==> config.mk <==
export PLATFORM = sky130hd
export DESIGN_NAME = mem_arbiter_2port
export DESIGN_NICKNAME = d
export VERILOG_FILES = /design/src/rtl/mem_arbiter_2port.sv
export SDC_FILE = /design/constraint.sdc
export NUM_CORES = 1
export LEC_CHECK = 0
export CAP_MARGIN = 20
export CORE_MARGIN = 2
export CORE_UTILIZATION = 45
export CTS_CLUSTER_SIZE = 40
export DETAILED_ROUTE_END_ITERATION = 6
export DONT_BUFFER_PORTS = 1
export HOLD_SLACK_MARGIN = 0.08
export PLACE_DENSITY = 0.68
export SLEW_MARGIN = 20
export SYNTH_ARGS = -nofsm -noshare
export SYNTH_HDL_FRONTEND = slang
export SYNTH_SLANG_ARGS = --single-unit
==> constraint.sdc <==
create_clock -name CLK -period 2.46 [get_ports CLK]
set_input_delay 0.246 -clock CLK [delete_from_list [all_inputs] [get_ports CLK]]
set_output_delay 0.246 -clock CLK [all_outputs]
set_load 0.02 [all_outputs]
==> src/rtl/mem_arbiter_2port.sv <==
// Round-robin arbiter/sequencer sharing one synchronous word memory between an
// instruction-fetch port (port 0, read-only) and a load/store port (port 1).
module mem_arbiter_2port #(
    parameter int DATA_WIDTH = 32,
    parameter int ADDR_WIDTH = 26
) (
    input  logic                  CLK,
    input  logic                  RST,
    input  logic                  p0_req,
    input  logic [ADDR_WIDTH-1:0] p0_addr,
    output logic                  p0_ack,
    output logic [DATA_WIDTH-1:0] p0_rdata,
    input  logic                  p1_req,
    input  logic                  p1_we,
    input  logic [ADDR_WIDTH-1:0] p1_addr,
    input  logic [DATA_WIDTH-1:0] p1_wdata,
    output logic                  p1_ack,
    output logic [DATA_WIDTH-1:0] p1_rdata,
    output logic                  mem_read,
    output logic                  mem_write,
    output logic [ADDR_WIDTH-1:0] mem_addr,
    output logic [DATA_WIDTH-1:0] mem_wdata,
    input  logic [DATA_WIDTH-1:0] mem_rdata,
    output logic                  busy
);

    typedef enum logic [1:0] {
        ST_IDLE  = 2'd0,
        ST_ISSUE = 2'd1,
        ST_WAIT  = 2'd2
    } state_t;

    state_t                state_q, state_d;
    logic                  rr_q, rr_d;       // port that wins a tie
    logic                  port_q, port_d;   // port owning the transaction in flight
    logic                  we_q, we_d;
    logic                  mem_read_q, mem_read_d;
    logic                  mem_write_q, mem_write_d;
    logic [ADDR_WIDTH-1:0] mem_addr_q, mem_addr_d;
    logic [DATA_WIDTH-1:0] mem_wdata_q, mem_wdata_d;
    logic                  p0_ack_q, p0_ack_d;
    logic                  p1_ack_q, p1_ack_d;
    logic [DATA_WIDTH-1:0] p0_rdata_q, p0_rdata_d;
    logic [DATA_WIDTH-1:0] p1_rdata_q, p1_rdata_d;
    logic                  busy_q, busy_d;

    logic                  elig0_s, elig1_s, grant1_s;

    // Eligibility and winner selection; the port being acked this cycle is masked
    always_comb begin
        elig0_s  = p0_req & ~p0_ack_q;
        elig1_s  = p1_req & ~p1_ack_q;
        grant1_s = elig1_s & (~elig0_s | rr_q);
    end

    // Next-state and registered-output logic
    always_comb begin
        state_d     = state_q;
        rr_d        = rr_q;
        port_d      = port_q;
        we_d        = we_q;
        mem_read_d  = 1'b0;
        mem_write_d = 1'b0;
        mem_addr_d  = mem_addr_q;
        mem_wdata_d = mem_wdata_q;
        p0_ack_d    = 1'b0;
        p1_ack_d    = 1'b0;
        p0_rdata_d  = p0_rdata_q;
        p1_rdata_d  = p1_rdata_q;
        busy_d      = 1'b0;

        case (state_q)
            ST_IDLE: begin
                if (elig0_s | elig1_s) begin
                    port_d      = grant1_s;
                    we_d        = grant1_s & p1_we;
                    mem_read_d  = ~(grant1_s & p1_we);
                    mem_write_d = grant1_s & p1_we;
                    rr_d        = ~grant1_s;
                    busy_d      = 1'b1;
                    state_d     = ST_ISSUE;
                    if (grant1_s) begin
                        mem_addr_d  = p1_addr;
                        mem_wdata_d = p1_wdata;
                    end else begin
                        mem_addr_d  = p0_addr;
                    end
                end else begin
                    state_d = ST_IDLE;
                end
            end
            ST_ISSUE: begin
                busy_d  = 1'b1;
                state_d = ST_WAIT;
            end
            ST_WAIT: begin
                // Memory output is valid now; hand it to the owner and ack
                state_d = ST_IDLE;
                if (port_q) begin
                    p1_ack_d = 1'b1;
                    if (!we_q) begin
                        p1_rdata_d = mem_rdata;
                    end else begin
                        p1_rdata_d = p1_rdata_q;
                    end
                end else begin
                    p0_ack_d   = 1'b1;
                    p0_rdata_d = mem_rdata;
                end
            end
            default: begin
                state_d = ST_IDLE;
            end
        endcase
    end

    // State and output registers; reset abandons any transaction in flight
    always_ff @(posedge CLK or negedge RST) begin
        if (!RST) begin
            state_q     <= ST_IDLE;
            rr_q        <= 1'b0;
            port_q      <= 1'b0;
            we_q        <= 1'b0;
            mem_read_q  <= 1'b0;
            mem_write_q <= 1'b0;
            mem_addr_q  <= '0;
            mem_wdata_q <= '0;
            p0_ack_q    <= 1'b0;
            p1_ack_q    <= 1'b0;
            p0_rdata_q  <= '0;
            p1_rdata_q  <= '0;
            busy_q      <= 1'b0;
        end else begin
            state_q     <= state_d;
            rr_q        <= rr_d;
            port_q      <= port_d;
            we_q        <= we_d;
            mem_read_q  <= mem_read_d;
            mem_write_q <= mem_write_d;
            mem_addr_q  <= mem_addr_d;
            mem_wdata_q <= mem_wdata_d;
            p0_ack_q    <= p0_ack_d;
            p1_ack_q    <= p1_ack_d;
            p0_rdata_q  <= p0_rdata_d;
            p1_rdata_q  <= p1_rdata_d;
            busy_q      <= busy_d;
        end
    end

    assign p0_ack    = p0_ack_q;
    assign p1_ack    = p1_ack_q;
    assign p0_rdata  = p0_rdata_q;
    assign p1_rdata  = p1_rdata_q;
    assign mem_read  = mem_read_q;
    assign mem_write = mem_write_q;
    assign mem_addr  = mem_addr_q;
    assign mem_wdata = mem_wdata_q;
    assign busy      = busy_q;

endmodule

==> results of run 1 <==
==> through the flow <==
step / setup slack [ns] / cells / util / cell area (um2) / hold slack, ns
after floorplan: 0.7174 / 321 / - / 5206 / -0.04959
after global placement: 0.6201 / 450 / 0.4698 / 5341 / -0.04724
after detailed placement: 0.5860 / 450 / 0.4698 / 5341 / -0.04679
==> logic make-up after synthesis <==
| group | Yosys count | share of synthesized area |
|---|---|---|
| buffers and inverters | 22 | 0.02764 |
| multiplexers | 96 | 0.2300 |
| AND/OR/NAND/NOR | 40 | 0.05095 |
| flip-flops | 132 | 0.6345 |
| AO/OA/AOI/OAI | 31 | 0.05696 |
==> Yosys cell counts (all sizes together) <==
| master | instances | area (um2) |
|---|---|---|
| a21o | 1 | 7.510 |
| a221o | 26 | 260.3 |
| a22o | 2 | 17.52 |
| a31oi | 1 | 6.260 |
| and2 | 1 | 6.260 |
| and3 | 27 | 168.9 |
| and3b | 1 | 8.760 |
| buf | 13 | 108.9 |
| clkbuf | 8 | 31.28 |
| dfrtp | 132 | 3303 |
| inv | 1 | 3.750 |
| mux2 | 96 | 1197 |
| nand3b | 1 | 7.510 |
| nor2 | 2 | 7.510 |
| nor2b | 4 | 25.02 |
| nor3 | 1 | 5.000 |
| nor3b | 1 | 12.51 |
| nor4b | 1 | 15.01 |
| o21ai | 1 | 5.000 |
| or3b | 1 | 8.760 |
==> summary.md, run 1 <==
| Metric | Value |
|---|---|
| Placer Congestion | roughly 0.8 |
| H-tree depth | 4 |
| Io pins | between 200 and 250 |
| Outcome | aborted with a tool error |
| Syn Std Cell Area | 5206 um2 |
| Sequential share of the synthesized area | 0.6345 |
| Failed at | clock tree synthesis (4_1_cts) |
| Number of synthesized register bits | 132 |
| Port Buffers | 0 |
| Unique masters post-synth | 24 |
| # Post-CTS Setup Buffers | 0 |
| Die X | between 100 and 150 um |
| Buffer depth of the longest clock path | 2 |
| Mapped Nets | around 440 |
| Post-CTS resize count | 0 |
| # hold bufs at CTS | between 100 and 150 |
| Post-synthesis cell count | ~320 |
| First Err | [ERROR RSZ-0060] Max buffer count reached. |
| Starting Density | 0.4579 |
| Die height | around 110 um |
| Clk sinks | approximately 130 |
| Detail Placement HPWL | ~7100 um |
| Clock root buffer master | clkbuf_16 |
| Synth Warn # | 0 |
| Rows | 39 |
| Synth Area per Inst | around 16 um2 |
| CTS Buf Count | 17 |
==> run 2, diff against run 1 <==
--- a/config.mk
+++ b/config.mk
@@ -7,12 +7,10 @@
 export LEC_CHECK = 0
 export CAP_MARGIN = 20
 export CORE_MARGIN = 2
-export CORE_UTILIZATION = 45
-export CTS_CLUSTER_SIZE = 40
+export CORE_UTILIZATION = 30
 export DETAILED_ROUTE_END_ITERATION = 6
 export DONT_BUFFER_PORTS = 1
-export HOLD_SLACK_MARGIN = 0.08
-export PLACE_DENSITY = 0.68
+export PLACE_DENSITY_LB_ADDON = 0.15
 export SLEW_MARGIN = 20
 export SYNTH_ARGS = -nofsm -noshare
 export SYNTH_HDL_FRONTEND = slang
==> summary.md, run 2 <==
| Metric | Value |
|---|---|
| Most common cell after layout, fill and taps aside | dfrtp_1 |
| Clk sinks | 132 (unchanged) |
| Global-route wire length before repair | 19040 um |
| Setup tns final | 0 ns |
| Switch Pwr | 3.952 mW |
| Tot GR Track Use | 0.1362 |
| Logic pwr share | 0.233 |
| Die X | 135.7 um (+22%) |
| Via Count | about 3.1k |
| Congestion Overflow GR | 0 |
| Switching share of power | 0.3815 |
| Detail Placement HPWL | 7908 um (+11%) |
| Fin area | about 7000 um2 |
| Number of flops mapped to enable cells by yosys | 0 (unchanged) |
| CP Launch Type | register |
| Clk_skew | ~0.0089 ns |
| Starting Density | 0.3042 (-0.1537) |
| Most frequent cells in the layout | 132 x dfrtp_1, 91 x dlygate4sd3_1, 63 x mux2_2 |
| Unique masters post-synth | 24 (unchanged) |
| Initial DRC count | between 90 and 100 |
| # hold bufs at CTS | 91 (-9.9%) |
| Failing checks | hold timing |
| Min cycle time layout | around 2.1 ns |
| Reg2Reg Depth | 3 |
| Hold Crit Class | in2async |
| Placer Congestion | 0.7689 (-6.4%) |
| Top-count cell post-synth | dfrtp_1 |
| FMAX | approximately 0.48 GHz |
| Most instantiated cells after synthesis | 132 x dfrtp_1, 63 x mux2_2, 31 x mux2_4 |
| Tcrit/Tclk final | 0.8494 |
| Port Buffers | 0 (unchanged) |
| Initial antenna violation count | 0 |
| Routed Antenna Nets | 0 |
| Crit Path Max Fanout | 27 |
| RR Startpoint | p1_ack$_DFF_PN0_ |
| Vias per inst | ~4.8 |
| Worst-Skew Late Latency | slightly above 0.4 ns |
| Post-synth top area share | 0.6345 (unchanged) |
| Worst Max-Slew Pin Slew | between 0.8 and 0.9 ns |
| Post-route DRC | 0 |
| Post-CTS resize count | 0 (unchanged) |
| Yosys top cell by area | dfrtp_1 |
| Reg2Reg Capture Point | mem_addr[2]$_DFFE_PN0P_ |
| Mapped Nets | 442 (unchanged) |
| Total power draw | roughly 10 mW |
| Clock Pin Slew Worst Setup and Hold Paths | around 0.060 ns |
| H-tree depth | 4 (unchanged) |
| Design internal power | ~6.4 mW |
| Sequential share of the synthesized area | 0.6345 (unchanged) |
| TritonCTS clock tree | built |
| Core Box Area | 17120 um2 |
| Pwr Density | 1491 nW/um2 |
| Die area | 18420 um2 |
| RSZ-0062 raised after global routing | no |
| Leak pwr | 3.077 nW |
| Final wirelength | 12330 um |
| Post-synthesis cell count | 321 (unchanged) |
| R2r setup slk | 0.37 ns |
| Area of placed instances | 5445 um2 (+1.9%) |
| Filler Cell Count | approximately 1.6k |
| Relative slew margins | 0.4073 |
| Critical path arrival | 2.38 ns |
| Syn Std Cell Area | 5206 um2 (unchanged) |
| Number of synthesized register bits | 132 (unchanged) |
| Setup Viol. Count Final | 0 |
| Antenna cells | 0 |
| Hold WS | -0.4691 ns |
| Rows | 48 (+23%) |
| Die height | 135.7 um (+22%) |
| Vias in the first global route | between 3k and 4k |
| Flop pwr share | 0.526 |
| Wirelength per Cell | around 19 um |
| # Max-Cap Violations | 0 |
| Area grow syn2layout | 33.43% |
| Slew Limit Fails | 0 |
| Clock Power Share | 0.241 |
| Maximum VDD drop | a little over 0.5 mV |
| Dominant synthesized flop cell | dfrtp_1 |
| Clock root buffer master | clkbuf_16 |
| Async S/R FF share, synth | 1.000 (unchanged) |
| Outcome | finished with violations |
| # Post-CTS Setup Buffers | 0 (unchanged) |
| CTS Buf Count | 17 (unchanged) |
| Nets | approximately 540 |
| Synth Area per Inst | 16.22 um2 (unchanged) |
| Synth area leaders | dfrtp_1 63%, mux2_2 14%, mux2_4 8.9% |
| Critical path startpoint | p1_ack$_DFF_PN0_ |
| Worst path required time | 2.75 ns |
| Hold Vio Cnt, Final | ~130 |
| Synth Warn # | 0 (unchanged) |
| Buffer depth of the longest clock path | 2 (unchanged) |
| Largest net degree at the start of global routing | 133 |
| Io pins | 248 (unchanged) |
| Setup CP Type | reg2reg |
| CP endpoint | mem_addr[2]$_DFFE_PN0P_ |
| Layout cell share with drive strength beyond 1 | 0.3124 |
| Setup crit end kind | register |
| DRT Pass-1 Iters | 4 |
-- run 2: worst max-delay path, stage by stage (launching register included) --
cell and delay, ns:
dfrtp_1 0.47, nand3b_1 0.73, and3_1 0.48, a221o_1 0.27
-- run 2: final cells by class --
class / count / area (um2) / area share
clock inverters: 8 / 98.84 / 0.01423
multi-input cells: 167 / 1787 / 0.2572
clock buffers: 24 / 491.7 / 0.07079
inverters: 1 / 3.754 / 0.0005403
flip-flops and latches: 132 / 3303 / 0.4755
well taps: 225 / 281.5 / 0.04053
repair buffers: 97 / 980.9 / 0.1412
-- run 2: logic make-up after synthesis --
kind of cell / count (synthesis) / synth area share
and+or+nand+nor: 40 / 0.05095
buffers and inverters: 22 / 0.02764
AOI/OAI and AO/OA: 31 / 0.05696
muxes: 96 / 0.2300
DFF: 132 / 0.6345
-- run 2: layer usage --
metal  track usage  routed length [um]
met5             0                   0
met4       0.06424                 254
met3       0.04863                 957
met2        0.2228                6186
met1        0.1598                4933
-- run 2: how the worst min path moves through the flow --
stage	start	endpoint	slack, ns	cells past startpoint
6_report	RST	mem_addr[15]$_DFFE_PN0P_	-0.47	0
5_1_grt	RST	mem_addr[15]$_DFFE_PN0P_	-0.50	0
3_5_place_dp	RST	mem_addr[13]$_DFFE_PN0P_	-0.05	0
3_3_place_gp	RST	mem_addr[13]$_DFFE_PN0P_	-0.05	0
2_1_floorplan	RST	busy$_DFF_PN0_	-0.05	0
4_1_cts	RST	mem_addr[13]$_DFFE_PN0P_	-0.50	0
-- run 2: stage by stage --
step	instances	setup WS (ns)	util
after floorplan	321	0.7174	-
after global placement	531	0.4907	0.3181
after detailed placement	531	0.3844	0.3181
after CTS	654	0.3681	0.4058
after global routing	654	0.2390	0.4058
final	654	0.3704	0.4058
-- run 2: power by group through the flow --
| stage | Clock [mW] | Combinational, mW | Sequential, mW |
|---|---|---|---|
| finish | 2.50 | 2.42 | 5.45 |
| global route | 2.70 | 2.64 | 5.59 |
| CTS | 2.59 | 2.44 | 5.47 |
| detailed placement | 0 | 2.32 | 5.49 |
| global placement | 0 | 2.23 | 5.51 |
| floorplan | 0 | 2.03 | 5.13 |
No activity file was read; power rests on OpenSTA's default activity.
